**src/rtl/cos_req_scheduler.sv**
```systemverilog
// Round-robin scheduler sharing one iterative cosine engine between two requesters.
// A watchdog turns a hung engine into an error response so requesters never deadlock.
module cos_req_scheduler #(
   parameter int unsigned START_CYCLES = 4,
   parameter int unsigned TIMEOUT      = 1023,
   parameter int unsigned CNT_W        = 10
) (
   input  logic       clk,
   input  logic       rst,
   input  logic       req0_valid,
   input  logic [9:0] req0_x,
   input  logic [7:0] req0_y,
   output logic       req0_ready,
   input  logic       req1_valid,
   input  logic [9:0] req1_x,
   input  logic [7:0] req1_y,
   output logic       req1_ready,
   output logic       rsp0_valid,
   output logic       rsp1_valid,
   output logic [1:0] rsp_intpart,
   output logic [7:0] rsp_fracpart,
   output logic       rsp_err,
   output logic       busy,
   output logic       eng_start,
   output logic [9:0] eng_x,
   output logic [7:0] eng_y,
   input  logic [1:0] eng_intpart,
   input  logic [7:0] eng_fracpart,
   input  logic       eng_done
);

   localparam int unsigned SC_W = (START_CYCLES > 1) ? $clog2(START_CYCLES) : 1;
   localparam logic [SC_W-1:0]  SC_LAST = SC_W'(START_CYCLES - 1);
   localparam logic [CNT_W-1:0] WD_LAST = CNT_W'(TIMEOUT - 1);

   typedef enum logic [2:0] {
      IDLE,
      START,
      WAIT_ACK,
      WAIT_DONE,
      RESP
   } state_t;

   state_t           state;
   logic             prio;      // 1: req1 wins a tie
   logic             gnt1;      // operation in flight belongs to req1
   logic [SC_W-1:0]  scnt;
   logic [CNT_W-1:0] wdog;
   logic             acc0;
   logic             acc1;
   logic             wd_exp;

   always_comb begin
      acc0 = 1'b0;
      acc1 = 1'b0;
      if (!rst && state == IDLE) begin
         acc0 = req0_valid && (!req1_valid || !prio);
         acc1 = req1_valid && (!req0_valid || prio);
      end
   end

   assign req0_ready = acc0;
   assign req1_ready = acc1;
   // Expires on the TIMEOUT-th cycle spent in WAIT_ACK/WAIT_DONE
   assign wd_exp     = (wdog == WD_LAST);

   always_ff @(posedge clk) begin
      if (rst) begin
         state        <= IDLE;
         prio         <= 1'b0;
         gnt1         <= 1'b0;
         scnt         <= '0;
         wdog         <= '0;
         eng_start    <= 1'b0;
         eng_x        <= '0;
         eng_y        <= '0;
         rsp0_valid   <= 1'b0;
         rsp1_valid   <= 1'b0;
         rsp_intpart  <= '0;
         rsp_fracpart <= '0;
         rsp_err      <= 1'b0;
         busy         <= 1'b0;
      end else begin
         case (state)
            IDLE: begin
               if (acc0 || acc1) begin
                  eng_x     <= acc1 ? req1_x : req0_x;
                  eng_y     <= acc1 ? req1_y : req0_y;
                  gnt1      <= acc1;
                  prio      <= acc0;
                  scnt      <= '0;
                  eng_start <= 1'b1;
                  busy      <= 1'b1;
                  state     <= START;
               end
            end
            START: begin
               if (scnt == SC_LAST) begin
                  eng_start <= 1'b0;
                  wdog      <= '0;
                  state     <= WAIT_ACK;
               end else begin
                  scnt <= scnt + 1'b1;
               end
            end
            WAIT_ACK: begin
               wdog <= wdog + 1'b1;
               if (wd_exp) begin
                  rsp_intpart  <= '0;
                  rsp_fracpart <= '0;
                  rsp_err      <= 1'b1;
                  rsp0_valid   <= !gnt1;
                  rsp1_valid   <= gnt1;
                  state        <= RESP;
               end else if (!eng_done) begin
                  state <= WAIT_DONE;
               end
            end
            WAIT_DONE: begin
               wdog <= wdog + 1'b1;
               if (eng_done) begin
                  rsp_intpart  <= eng_intpart;
                  rsp_fracpart <= eng_fracpart;
                  rsp_err      <= 1'b0;
                  rsp0_valid   <= !gnt1;
                  rsp1_valid   <= gnt1;
                  state        <= RESP;
               end else if (wd_exp) begin
                  rsp_intpart  <= '0;
                  rsp_fracpart <= '0;
                  rsp_err      <= 1'b1;
                  rsp0_valid   <= !gnt1;
                  rsp1_valid   <= gnt1;
                  state        <= RESP;
               end
            end
            RESP: begin
               rsp0_valid <= 1'b0;
               rsp1_valid <= 1'b0;
               busy       <= 1'b0;
               state      <= IDLE;
            end
            default: state <= IDLE;
         endcase
      end
   end

endmodule

```
**config.mk**
```make
export PLATFORM = sky130hd
export DESIGN_NAME = cos_req_scheduler
export DESIGN_NICKNAME = d
export VERILOG_FILES = /design/src/rtl/cos_req_scheduler.sv
export SDC_FILE = /design/constraint.sdc
export NUM_CORES = 1
export LEC_CHECK = 0
export CORE_MARGIN = 5
export CORE_UTILIZATION = 39
export CTS_CLUSTER_SIZE = 12
export DETAILED_ROUTE_END_ITERATION = 16
export PLACE_DENSITY = 0.86
export SLEW_MARGIN = 20
export SYNTH_ARGS = -nofsm -noshare
export SYNTH_HDL_FRONTEND = slang
export SYNTH_SLANG_ARGS = --single-unit
```
**constraint.sdc**
```tcl
create_clock -name clk -period 1.7 [get_ports clk]
set_input_delay 0.255 -clock clk [delete_from_list [all_inputs] [get_ports clk]]
set_output_delay 0.255 -clock clk [all_outputs]
set_load 0.02 [all_outputs]
```
==> results.toml <==
[logic_synthesis]
ys_seq_elements = 50
yosysTopAreaCell = "dfxtp_1"
syn_area_mm2 = 0.00225
seq_area_frac_synth = 0.445
synth_top_area_share = 0.445
yosysUniqueCellTypes = 47
synth_most_common_cell = "nand2_1"
yosys_warnings = 0
synth_enable_flop_cells = 0
synth_ff_type = "dfxtp_1"
avgSynthCellArea_um2 = 8.24
synth_cells = 273
synthArstFlopShare = 0
synth_area_leaders = "dfxtp_1 45%, nand2_1 10%, a21oi_1 6.2%"
syn-num-nets = 327
synthTopCellsByCount = "61 x nand2_1, 50 x dfxtp_1, 28 x a21oi_1"

[layout]
drive_gt1_frac = 0.107
antenna_cells = 0
areaGrowthSynthToFinish_pct = 49.0
seqCellArea_mm2 = 0.00100
fillCellCount = 495
multi_input_area_mm2 = 0.00112
nets = 418

[global_routing]
antenna_found_initial = 0
grt_pass1_vias = 2295
overflow = 0
grt_use_total = 0.174
grt_max_degree = 42
grt_pass1_wl_um = 10700

[worst_setup_path]
worstPathRequired_ns = 1.44
cp_slowest_stage_delay_ns = 0.35
critPathCaptureType = "output port"
arrival_ns = 1.34
crit_type = "reg -> out"
critPathLaunchType = "flip-flop"
critPathLaunch = "state[0]$_SDFFE_PP0P_"
reg2reg_from = "state[2]$_SDFFE_PP0P_"
reg2reg_slack_ns = 0.11
crit_chain = "nor4_4 > nand3_1 > inv_1 > buf_4"
path_max_fanout = 3
crit_path_top_delay_cell = "dfxtp_1"

[sta]
tightestPinTransition_ns = 0.428
whs_ns = 0.459
max_freq_ghz = 0.628
fin_crit_ns = 1.59
hold_violations = 0
timing.final.crit_share = 0.937
rsz0062_at_grt = "no"
worst_slack_ns = 0.107
slew_headroom = 0.714
slew_viol_final = 0
fin_skew_ns = 0.0101
setup_viol = 0

[detailed_routing]
drtIter0Drc = 190
ant_nets = 0
num_vias = 2320
first_pass_iters = 4
drc = 0
vias_per_cell = 5.31
detail_route.wl_per_cell_um = 14.7
wl_um = 6400

[placed_design]
pre_cts_ws_ns = -0.370
hpwlAfterDp_um = 4690
finalWeightedCongestion = 0.834
io_buffers = 85

[min_path]
hp-class = "reg -> reg"
hold_start = "rsp_fracpart[4]$_SDFFE_PP0N_"

[floorplan]
pin_count = 86
rows = 27
core_mm2 = 0.00554
dieArea_mm2 = 0.00738
start_util = 0.406
die_x_um = 85.9
fp.dieH_um = 85.9

[cts]
clkSinkCount = 50
cts_buffers = 5
clk_pin_slew_ns = 0.09
cts_htree_levels = 2
cts_hold_buf = 0
cts_root_buf = "clkbuf_8"
clock_latency_ns = 0.30
clockBufferDepth = 2
cts_tree = "yes"

[power_and_ir_drop]
seq_power_share = 0.462
power_frac_clock = 0.373
p_comb_frac = 0.165
power_mw = 2.72
p_per_area_mw_per_mm2 = 811
p_int_mw = 2.10
switchingPower_uw = 622
vdd_ir_drop_max_v = 0.000516
swShare = 0.229
p_leak_nw = 1.17

[status]
status = "finished, final reports clean"

[flow_run]
timing.max_cap.violations = 0
[routing by layer]
layer | part of all wire | track usage | vias up | wire length, um
li1 | - | - | 1153 | -
met2 | 0.48 | 0.299 | 88 | 3070
met5 | 0 | 0 | - | 0
met1 | 0.41 | 0.200 | 1073 | 2620
met4 | 0.0073 | 0.0475 | 0 | 47
met3 | 0.10 | 0.0692 | 6 | 664
[logic make-up (layout without fill, tap and decap cells)]
| group | count (synthesis) | in the layout | share of synthesized area |
|---|---|---|---|
| compound gates | 71 | 71 | 0.206 |
| simple gates | 126 | 126 | 0.268 |
| buf+inv | 22 | 114 | 0.0595 |
| mux | 1 | 1 | 0.00501 |
| flops | 50 | 50 | 0.445 |
| fa+ha+maj | 3 | 3 | 0.0167 |
[cell usage in the layout, fill, tap and decap left out, types with 2 or more instances in the layout]
cell type | synthesis | layout
a211oi_1 | 2 | 2
nand2_1 | 61 | 61
nand3_1 | 10 | 10
nor4_1 | 2 | 2
and3_1 | 2 | 2
nand2b_1 | 4 | 4
dfxtp_2 | 0 | 2
clkdlybuf4s50_1 | 0 | 82
or4_1 | 2 | 2
or3_1 | 3 | 3
a311oi_1 | 12 | 12
inv_1 | 2 | 2
a22oi_1 | 9 | 9
a31oi_1 | 3 | 3
a21oi_1 | 28 | 28
nor2b_1 | 2 | 2
nor2_1 | 24 | 24
o21ai_0 | 8 | 8
buf_4 | 2 | 19
ha_1 | 3 | 3
bufinv_16 | 0 | 2
nor3_1 | 4 | 3
clkbuf_8 | 0 | 6
dfxtp_1 | 50 | 48
[power by group through the flow]
stage / clock network (mW) / registers, mW / logic [mW]
2_1_floorplan: 0 / 1.33 / 0.149
3_3_place_gp: 0 / 1.28 / 0.438
3_5_place_dp: 0 / 1.28 / 0.446
4_1_cts: 1.03 / 1.25 / 0.450
5_1_grt: 1.09 / 1.26 / 0.484
6_report: 1.01 / 1.25 / 0.448
[flip-flops by register name, indices dropped and copies added (netlist names)]
register / count
busy: 1
eng_start: 1
eng_x: 10
eng_y: 8
gnt1: 1
prio: 1
rsp0_valid: 1
rsp1_valid: 1
rsp_err: 1
rsp_fracpart: 8
rsp_intpart: 2
scnt: 2
state: 3
wdog: 10
[final cells by class]
cell class	instances	share of cell area
clock buffer	6	0.0247
clock inverter	2	0.0179
inverter	3	0.00336
multi-input combinational	201	0.334
sequential	50	0.300
tap	72	0.0269
timing repair buffer	103	0.294
[critical path: cells and delay by family, from the launching register on]
family,cells,cell delay (ns)
and+or+nand+nor,2,0.45
DFF,1,0.35
buffers and inverters,2,0.23
[per-stage QoR]
stage | std cells | area (um2) | setup TNS [ns] | utilization
global placement | 428 | 3190 | -0.920 | 0.577
CTS | 437 | 3340 | 0 | 0.603
detailed placement | 428 | 3190 | -1.93 | 0.577
global route | 437 | 3350 | 0 | 0.605
finish | 437 | 3350 | 0 | 0.605
floorplan | 273 | 2250 | 0 | -
[final timing paths]
check / cells past startpoint / to
setup / recovery: 4 / req1_ready
hold / removal: 2 / rsp_fracpart[4]$_SDFFE_PP0N_
setup reg to reg: 5 / wdog[8]$_SDFFE_PP0P_
hold reg to reg: 2 / rsp_fracpart[4]$_SDFFE_PP0N_
[what timing repair did]
action	in CTS	in global routing
gates resized for setup	11	4
endpoints found under the setup margin	2	12
pin swaps	3	0
setup buffers	1	0
endpoints found under the hold margin	0	0
(Power assumes the default switching activity.)
